**config.mk**
```make
export PLATFORM = sky130hd
export DESIGN_NAME = bsg_manycore_dpi_tile_chan_mux
export DESIGN_NICKNAME = d
export VERILOG_FILES = /design/src/rtl/bsg_manycore_dpi_tile_chan_mux.sv
export SDC_FILE = /design/constraint.sdc
export NUM_CORES = 2
export LEC_CHECK = 0
export ABC_AREA = 1
export CAP_MARGIN = 30
export CORE_MARGIN = 5
export CORE_UTILIZATION = 40
export DETAILED_ROUTE_END_ITERATION = 10
export SLEW_MARGIN = 10
export SYNTH_ARGS = -nofsm -noshare
export SYNTH_HDL_FRONTEND = slang
export SYNTH_SLANG_ARGS = --single-unit
```
**constraint.sdc**
```tcl
create_clock -name clk_i -period 6.5 [get_ports clk_i]
set_clock_uncertainty 0.1 [all_clocks]
set_input_delay 0.65 -clock clk_i [delete_from_list [all_inputs] [get_ports clk_i]]
set_output_delay 0.65 -clock clk_i [all_outputs]
set_load 0.1 [all_outputs]
```
**src/rtl/bsg_manycore_dpi_tile_chan_mux.sv**
```systemverilog
// rtl/bsg_manycore_dpi_tile_chan_mux.sv - multi-channel request mux with credit-tracked response routing
//
// Purpose: merges num_chan_p buffered request channels onto one endpoint stream
// through a locking round-robin arbiter. It tracks the outstanding requests of
// each channel and routes tagged responses back to the channel that issued them.
//
// Ports:
//   clk_i, reset_n_i        - clock; asynchronous active-low reset
//   chan_req_v_i/data_i     - per-channel request words (channel c in slice c)
//   chan_req_ready_o        - per-channel buffer not full
//   endpoint_req_*          - merged outbound request stream
//   mc_rsp_*                - inbound responses; channel id sits at tag_lsb_p
//   chan_rsp_v_o/data_o     - registered one-hot response valid and shared data
//   chan_credits_o          - per-channel outstanding-request counts, packed
//   err_o                   - sticky flag for responses that cannot be routed
module bsg_manycore_dpi_tile_chan_mux #(
    parameter int fifo_width_p   = 128,
    parameter int num_chan_p     = 4,
    parameter int req_fifo_els_p = 4,
    parameter int chan_credits_p = 8,
    parameter int tag_lsb_p      = 0,
    localparam int idw_lp        = $clog2(num_chan_p),
    localparam int cw_lp         = $clog2(chan_credits_p + 1)
) (
    input  logic                             clk_i,
    input  logic                             reset_n_i,
    input  logic [num_chan_p-1:0]            chan_req_v_i,
    input  logic [num_chan_p*fifo_width_p-1:0] chan_req_data_i,
    output logic [num_chan_p-1:0]            chan_req_ready_o,
    output logic                             endpoint_req_v_o,
    output logic [fifo_width_p-1:0]          endpoint_req_data_o,
    input  logic                             endpoint_req_ready_i,
    input  logic                             mc_rsp_v_i,
    input  logic [fifo_width_p-1:0]          mc_rsp_data_i,
    output logic                             mc_rsp_ready_o,
    output logic [num_chan_p-1:0]            chan_rsp_v_o,
    output logic [fifo_width_p-1:0]          chan_rsp_data_o,
    output logic [num_chan_p*cw_lp-1:0]      chan_credits_o,
    output logic                             err_o
);
    localparam int pw_lp   = $clog2(req_fifo_els_p);
    localparam int cntw_lp = $clog2(req_fifo_els_p + 1);

    logic [fifo_width_p-1:0] mem [num_chan_p][req_fifo_els_p];
    logic [pw_lp-1:0]        wptr   [num_chan_p];
    logic [pw_lp-1:0]        rptr   [num_chan_p];
    logic [cntw_lp-1:0]      count  [num_chan_p];
    logic [cw_lp-1:0]        credit [num_chan_p];

    logic                    ready_en;
    logic [num_chan_p-1:0]   full, eligible, push, pop, rsp_hit;
    logic [idw_lp-1:0]       rr, lock_chan, grant, rsp_id;
    logic                    locked, found, handshake, rsp_ok;

    // ready_en keeps every channel closed during reset and opens them on the
    // first clock edge after release.
    assign chan_req_ready_o = {num_chan_p{ready_en}} & ~full;
    assign mc_rsp_ready_o   = 1'b1;

    always_comb begin
        full     = '0;
        eligible = '0;
        push     = '0;
        for (int c = 0; c < num_chan_p; c++) begin
            full[c]     = (count[c] == cntw_lp'(req_fifo_els_p));
            eligible[c] = (count[c] != '0) && (credit[c] < cw_lp'(chan_credits_p));
            push[c]     = chan_req_v_i[c] && chan_req_ready_o[c];
        end
    end

    // A locked grant overrides arbitration so channel and head word stay put
    // until the endpoint accepts; otherwise search upward from rr with wrap.
    always_comb begin
        found = 1'b0;
        grant = lock_chan;
        if (!locked) begin
            for (int i = 0; i < num_chan_p; i++) begin
                if (!found && eligible[(int'(rr) + i) % num_chan_p]) begin
                    found = 1'b1;
                    grant = idw_lp'((int'(rr) + i) % num_chan_p);
                end
            end
        end
    end

    assign endpoint_req_v_o    = locked || found;
    assign endpoint_req_data_o = mem[grant][rptr[grant]];
    assign handshake           = endpoint_req_v_o && endpoint_req_ready_i;
    assign pop                 = handshake ? (num_chan_p'(1) << grant) : '0;

    // Out-of-range ids match no channel and so fall into the error path.
    assign rsp_id = mc_rsp_data_i[tag_lsb_p +: idw_lp];
    always_comb begin
        rsp_hit = '0;
        for (int c = 0; c < num_chan_p; c++) begin
            rsp_hit[c] = mc_rsp_v_i && (rsp_id == idw_lp'(c)) && (credit[c] != '0);
        end
    end
    assign rsp_ok = |rsp_hit;

    always_comb begin
        chan_credits_o = '0;
        for (int c = 0; c < num_chan_p; c++) begin
            chan_credits_o[c*cw_lp +: cw_lp] = credit[c];
        end
    end

    always_ff @(posedge clk_i) begin
        for (int c = 0; c < num_chan_p; c++) begin
            if (push[c]) begin
                mem[c][wptr[c]] <= chan_req_data_i[c*fifo_width_p +: fifo_width_p];
            end
        end
    end

    always_ff @(posedge clk_i or negedge reset_n_i) begin
        if (!reset_n_i) begin
            ready_en        <= 1'b0;
            rr              <= '0;
            locked          <= 1'b0;
            lock_chan       <= '0;
            err_o           <= 1'b0;
            chan_rsp_v_o    <= '0;
            chan_rsp_data_o <= '0;
            for (int c = 0; c < num_chan_p; c++) begin
                wptr[c]   <= '0;
                rptr[c]   <= '0;
                count[c]  <= '0;
                credit[c] <= '0;
            end
        end else begin
            ready_en <= 1'b1;

            // Full status is registered, so a pop frees its slot for the
            // producer only from the following cycle.
            for (int c = 0; c < num_chan_p; c++) begin
                if (push[c]) begin
                    wptr[c] <= (wptr[c] == pw_lp'(req_fifo_els_p - 1)) ? '0 : wptr[c] + 1'b1;
                end
                if (pop[c]) begin
                    rptr[c] <= (rptr[c] == pw_lp'(req_fifo_els_p - 1)) ? '0 : rptr[c] + 1'b1;
                end
                if (push[c] && !pop[c]) begin
                    count[c] <= count[c] + 1'b1;
                end else if (pop[c] && !push[c]) begin
                    count[c] <= count[c] - 1'b1;
                end
                // Simultaneous issue and response cancel out.
                if (pop[c] && !rsp_hit[c]) begin
                    credit[c] <= credit[c] + 1'b1;
                end else if (rsp_hit[c] && !pop[c]) begin
                    credit[c] <= credit[c] - 1'b1;
                end
            end

            if (handshake) begin
                locked <= 1'b0;
                rr     <= (grant == idw_lp'(num_chan_p - 1)) ? '0 : grant + 1'b1;
            end else if (endpoint_req_v_o) begin
                locked    <= 1'b1;
                lock_chan <= grant;
            end

            chan_rsp_v_o <= rsp_hit;
            if (rsp_ok) begin
                chan_rsp_data_o <= mc_rsp_data_i;
            end
            if (mc_rsp_v_i && !rsp_ok) begin
                err_o <= 1'b1;
            end
        end
    end
endmodule

```
== Word-level counts from Yosys, hierarchy flattened ==
Memories as Yosys holds them, arrays and structs flattened.
Cells that the tools add are included.

* Memories kept: 1
* Output and inout bits: 283
* Memory bits (writable): 2048
* Bits in registers: 183

{| class="wikitable"
|+ Memories
! memory !! depth !! width !! read ports !! clocked after Yosys merged registers in !! wr ports !! line !! RTL
|-
| mem || 4 || 512 || 1 || 0 || 4 || 44 || <nowiki>logic [fifo_width_p-1:0] mem [num_chan_p][req_fifo_els_p];</nowiki>
|}

* Equal/unequal tests: 16
* Shift operators: 1
* $lt $le $gt $ge: 18
* Muxes and demuxes: 74
* Bitwise logic cells: 12
* Reduce and logical (&&, ||, !) cells: 81
* Add/sub/neg operators: 28

{| class="wikitable"
|+ Operators by type and width
! kind !! count
|-
| 512-bit 2-to-1 mux || 4
|-
| 128-bit demux with 2-bit select || 4
|-
| 128-bit 2-to-1 mux || 6
|-
| 128-bit binary-select mux with 2-bit select || 1
|-
| 1-bit logical AND || 41
|-
| 4-bit 2-to-1 mux || 9
|-
| 2-bit 2-to-1 mux || 16
|-
| 3-bit 2-to-1 mux || 8
|-
| 2-bit == test, second input constant || 11
|-
| 1-bit 2-to-1 mux || 21
|-
| 2-bit by 1-bit adder with 2-bit output, second input constant || 10
|-
| 3-bit >= comparator, second input constant || 6
|-
| 2-bit inverter with 3-bit output || 6
|-
| 2-bit nonzero test || 9
|-
| 4-bit by 1-bit adder with 4-bit output, second input constant || 4
|-
| 1-bit logical NOT || 16
|-
| 4-bit < comparator, second input constant || 4
|-
| 4-bit nonzero test || 4
|-
| 4-bit by 1-bit subtractor with 4-bit output, second input constant || 4
|-
| 3-bit by 1-bit adder with 3-bit output, second input constant || 4
|-
| 3-bit == test, second input constant || 4
|-
| 3-bit by 1-bit < comparator with 1-bit output, second input constant || 4
|-
| 3-bit by 4-bit < comparator with 1-bit output, second input constant || 3
|-
| 3-bit nonzero test || 4
|-
| 16 further kinds || 27
|}

== Depth between registers and ports, before layout ==
* Depth in word-level cells: 26
* Mapped depth: 27
* Mapped depth without buffers: 25

== Least setup slack after synthesis ==
Ideal clock, no wire load.

* Kind: register to register
* Start: reg count[6] (netlist bit)
* End: mem mem[1][0] (netlist bit) (enable)
* Data required time: 5784 ps
* Setup slack: -2195 ps
* Clock period less this slack: 8695 ps
* Path buffers: 0
* Library setup time: 616 ps
* Stages on the path, launching flop included: 5
* Data arrival time: 7979 ps
* Path through: dfrtp_1 -> inv_1 -> a31oi_1 -> nand2_1 -> nor2_1

{| class="wikitable"
|+ RTL lines
! element !! line !! RTL
|-
| start, declared || 47 || <nowiki>logic [cntw_lp-1:0] count [num_chan_p];</nowiki>
|-
| start signal, assigned by index || 144 || <nowiki>count[c] <= count[c] + 1'b1;</nowiki>
|-
| start signal, assigned by index || 146 || <nowiki>count[c] <= count[c] - 1'b1;</nowiki>
|-
| end, declared || 44 ||
|}

== Worst setup path after layout ==
* Start: reg rr[0]
* End: out endpoint_req_data_o[101]

* Word-level cells in the longest chain between the ends: 24

{| class="wikitable"
|+ Ends and longest elaborated chain
! element !! line !! RTL
|-
| start, declared || 52 || <nowiki>logic [idw_lp-1:0] rr, lock_chan, grant, rsp_id;</nowiki>
|-
| start signal, assigned || 158 || <nowiki>rr <= (grant == idw_lp'(num_chan_p - 1)) ? '0 : grant + 1'b1;</nowiki>
|-
| parallel branches: the longest is 14 deep, another holds 2-bit by 1-bit adder with 2-bit output || - ||
|-
| 2-bit 2-to-1 mux * || 78 || <nowiki>if (!found && eligible[(int'(rr) + i) % num_chan_p]) begin</nowiki>
|-
| 2-bit 2-to-1 mux * || 76 || <nowiki>if (!locked) begin</nowiki>
|-
| 2-bit inverter with 3-bit output (not written as such) || 87 || <nowiki>assign endpoint_req_data_o = mem[grant][rptr[grant]];</nowiki>
|-
| 2-bit binary-select mux with 2-bit select || 87 ||
|-
| 2-bit 2-to-1 mux (not written as such) (2 in a row) || 87 ||
|-
| 2-bit inverter with 3-bit output (not written as such) || 87 ||
|-
| 128-bit binary-select mux with 2-bit select * || 87 ||
|-
| 128-bit 2-to-1 mux (not written as such) * (2 in a row) || 87 ||
|-
| end, declared || 31 || <nowiki>output logic [fifo_width_p-1:0] endpoint_req_data_o,</nowiki>
|}

Mark *: on every way between the ends. The select of a mux whose other input is x is not followed.

==> metrics.md <==
| Metric | Value |
|---|---|
| Outcome | `finished, final reports clean` |
| Initial antenna violation count | `138` |
| Dpl hpwl | `189 mm` |
| Post-layout min period | `6.09 ns` |
| Post-synth top flop | `edfxtp_1` |
| Worst Path Required | `5.75 ns` |
| Mapped cell area | `92100 sq um` |
| Remaining Overflow, GRT | `0` |
| Vias | `66600` |
| Startpoint Class | `register` |
| Die Y-Extent | `490 um` |
| Post-CTS setup buffer count | `0` |
| Seq cells post-synth | `2231` |
| Register area share after synthesis | `0.718` |
| Syn. warnings | `0` |
| Largest net degree at the start of global routing | `232` |
| Antenna Nets Post-Route | `0` |
| Syn_area_per_cell | `11.5 sq um` |
| WL/cell | `26.2 um` |
| Die width | `490 um` |
| Maximum root-to-sink buffer count | `3` |
| Row Count | `176` |
| Hold WS | `0.0951 ns` |
| Crit path max fanout | `206` |
| Root buffer cell | `clkbuf_16` |
| EDFF count, synth | `2048` |
| Final Max Tran Viols | `0` |
| CTS resizes | `0` |
| Later-pin clock latency in the skew report | `0.87 ns` |
| Critical path arrival | `5.34 ns` |
| H-tree depth | `4` |
| Core Area | `229000 sq um` |
| Share of async-settable or async-resettable flops after synthesis | `0.0820` |
| Final Hold Vio Count | `0` |
| Number of global-route vias before repair | `64300` |
| CP max stage delay | `0.64 ns` |
| Clock sinks | `2231` |
| Crit-path cells | `xnor2_2 > inv_2 > nand3_2 > nand2_2 > nand2_1 > nand2_1 > nand2_1 > nand3_2 > nand2_8 > buf_12 > buf_4 > nand3_1 > nand3_1 > nand2_1 > nand2_1 > nand3_1 > nand2_1 > buf_12` |
| Ratio of cells with drive above 1 in the final layout | `0.0702` |
| Drt first-iter violations | `6798` |
| Critical Path End Type | `output pin` |
| I/O pin count | `931` |
| Gr usage total | `0.256` |
| CTS tree | `built` |
| Peak Freq | `0.164 GHz` |
| Routability-driven placement congestion ratio | `0.904` |
| Kind of critical path | `register to output pin` |
| First-pass DRT Iterations | `6` |
| Slew headroom | `0.151` |
| Initial Utilization | `0.401` |
| Hold Crit Class | `primary input to asynchronous set/reset pin` |
| Post-layout net count | `9462` |
| First-pass GRT wire length | `450 mm` |
| DRC | `0` |
| Slowest CP cell | `buf_4` |
| Clock-pin slew on the worst setup and hold paths | `0.06 ns` |
| Placement Setup Slack | `1.50 ns` |
| Core Util, Final | `0.496` |
| Area grow syn2layout | `23.6%` |
| Port-buffer cells | `929` |
| Final worst slack | `0.406 ns` |
| Fin Setup TNS | `0 ns` |
| MaxCap Viol Count | `0` |
| Distinct cells, synth | `35` |
| Wirelength, routed | `316 mm` |
| Hold Buf Count CTS | `1` |
| Vias per cell | `5.51` |
| CP most frequent cell | `nand2_1` |
| Finish-stage setup viols | `0` |
| Syn Inst Count | `8036` |
| Tcrit/Tclk final | `0.937` |
| RSZ-0062 raised after global routing | `no` |
| Slew @ Worst Pin | `1.27 ns` |
| Die Area | `240000 sq um` |
| Num CTS Buffers | `229` |
layout by cell type, fill, tap and decap left out, types with 9 or more instances in the layout:
master / instances
a21oi_1: 15
clkinv_2: 47
nand2_1: 2622
buf_16: 25
buf_4: 54
clkbuf_1: 60
clkinv_16: 9
xnor2_1: 12
nand3_1: 2337
clkdlybuf4s50_1: 800
clkinv_1: 46
nor2_4: 18
inv_1: 82
buf_12: 190
o21ai_0: 31
ha_1: 37
clkbuf_16: 230
diode_2: 83
dfrtp_1: 183
nor2_1: 28
edfxtp_1: 2048
bufinv_16: 11
state kept, by name, summed over array words and instances (netlist names), 2 cells and up:
signal / count
rr: 2
chan_credits_o: 16
chan_rsp_data_o: 128
rptr: 8
wptr: 8
count: 12
mem: 2048
lock_chan: 2
chan_rsp_v_o: 4
area by class of cell:
cell class | instances | area [sq um]
fillers | 20000 | 116000
flip-flops and latches | 2231 | 66100
multi-input cells | 5149 | 23200
repair buffers | 1071 | 12900
clock buffers | 294 | 6040
well taps | 3026 | 3790
clock inverters | 132 | 1230
inverters | 87 | 342
diodes | 83 | 208
worst max-delay path: cells and delay by family (launching register included):
family,cells,cell delay [ns]
xor gates and xnor gates,1,0.31
and+or+nand+nor,13,1.66
buffers and inverters,4,1.54
DFF,1,0.49
metrics by stage:
step           instance area [sq um]  instances
4_1_cts                       114000      12000
3_5_place_dp                  106000      11600
6_report                      114000      12100
3_3_place_gp                  106000      11500
2_1_floorplan                  92100       8037
5_1_grt                       114000      12000
final timing paths:
path                                                  from                              end  slack (ns)  depth (start not counted)
max                                      rr[0]$_DFFE_PN0N_         endpoint_req_data_o[101]        0.41                         18
min                                              reset_n_i  chan_rsp_data_o[69]$_DFFE_PN0P_         0.1                          2
max reg2reg                              rr[0]$_DFFE_PN0N_   chan_credits_o[11]$_DFFE_PN0P_        1.93                         22
min reg2reg                chan_rsp_data_o[61]$_DFFE_PN0P_  chan_rsp_data_o[61]$_DFFE_PN0P_        0.38                          2
max in group asynchronous                        reset_n_i  chan_rsp_data_o[53]$_DFFE_PN0P_        4.57                          4
min in group clk_i                       mc_rsp_data_i[78]  chan_rsp_data_o[78]$_DFFE_PN0P_        0.22                          3
cell families (layout without fill, tap and decap cells):
| kind of cell | after synthesis | count (layout) | synth area share |
|---|---|---|---|
| flip-flops | 2231 | 2231 | 0.718 |
| multiplexers | 3 | 3 | 0.000367 |
| other | 1 | 85 | 0.0000407 |
| adder cells (fa/ha/maj) | 45 | 45 | 0.00677 |
| buffers and inverters | 657 | 1584 | 0.0327 |
| AND/OR/NAND/NOR | 5023 | 5023 | 0.237 |
| XOR/XNOR | 21 | 21 | 0.00208 |
| AO/OA/AOI/OAI | 55 | 55 | 0.00323 |
synthesized netlist by cell type (2+ instances only):
cell type,n,area [sq um]
nor2_1,45,169
fa_1,8,160
a211oi_1,2,15.0
nor3_1,3,15.0
a31oi_1,2,12.5
buf_4,29,218
a41oi_1,2,17.5
inv_1,84,315
o21ai_0,31,155
buf_2,343,1720
nand3_2,3,30.0
nand2_1,2626,9860
clkbuf_1,186,698
a21oi_1,15,75.1
mux2_2,3,33.8
dfrtp_1,183,4580
a21o_1,2,15.0
inv_2,3,11.3
xnor2_1,12,105
buf_1,11,41.3
ha_1,37,463
xor2_1,8,70.1
edfxtp_1,2048,61500
nand3_1,2337,11700
nor4_1,2,12.5
nand2_4,2,22.5
layer usage:
metal  global-route usage  share of wire  vias up
met5                    0         0.0018        -
met3               0.0624          0.094      675
met2                0.416           0.48     3213
met4                0.137          0.051       88
met1                0.318           0.37    32700
li1                     -              -    29900
Power is not shown: default switching activity piles up to over one toggle a cycle in this logic, so the estimate is an artifact.
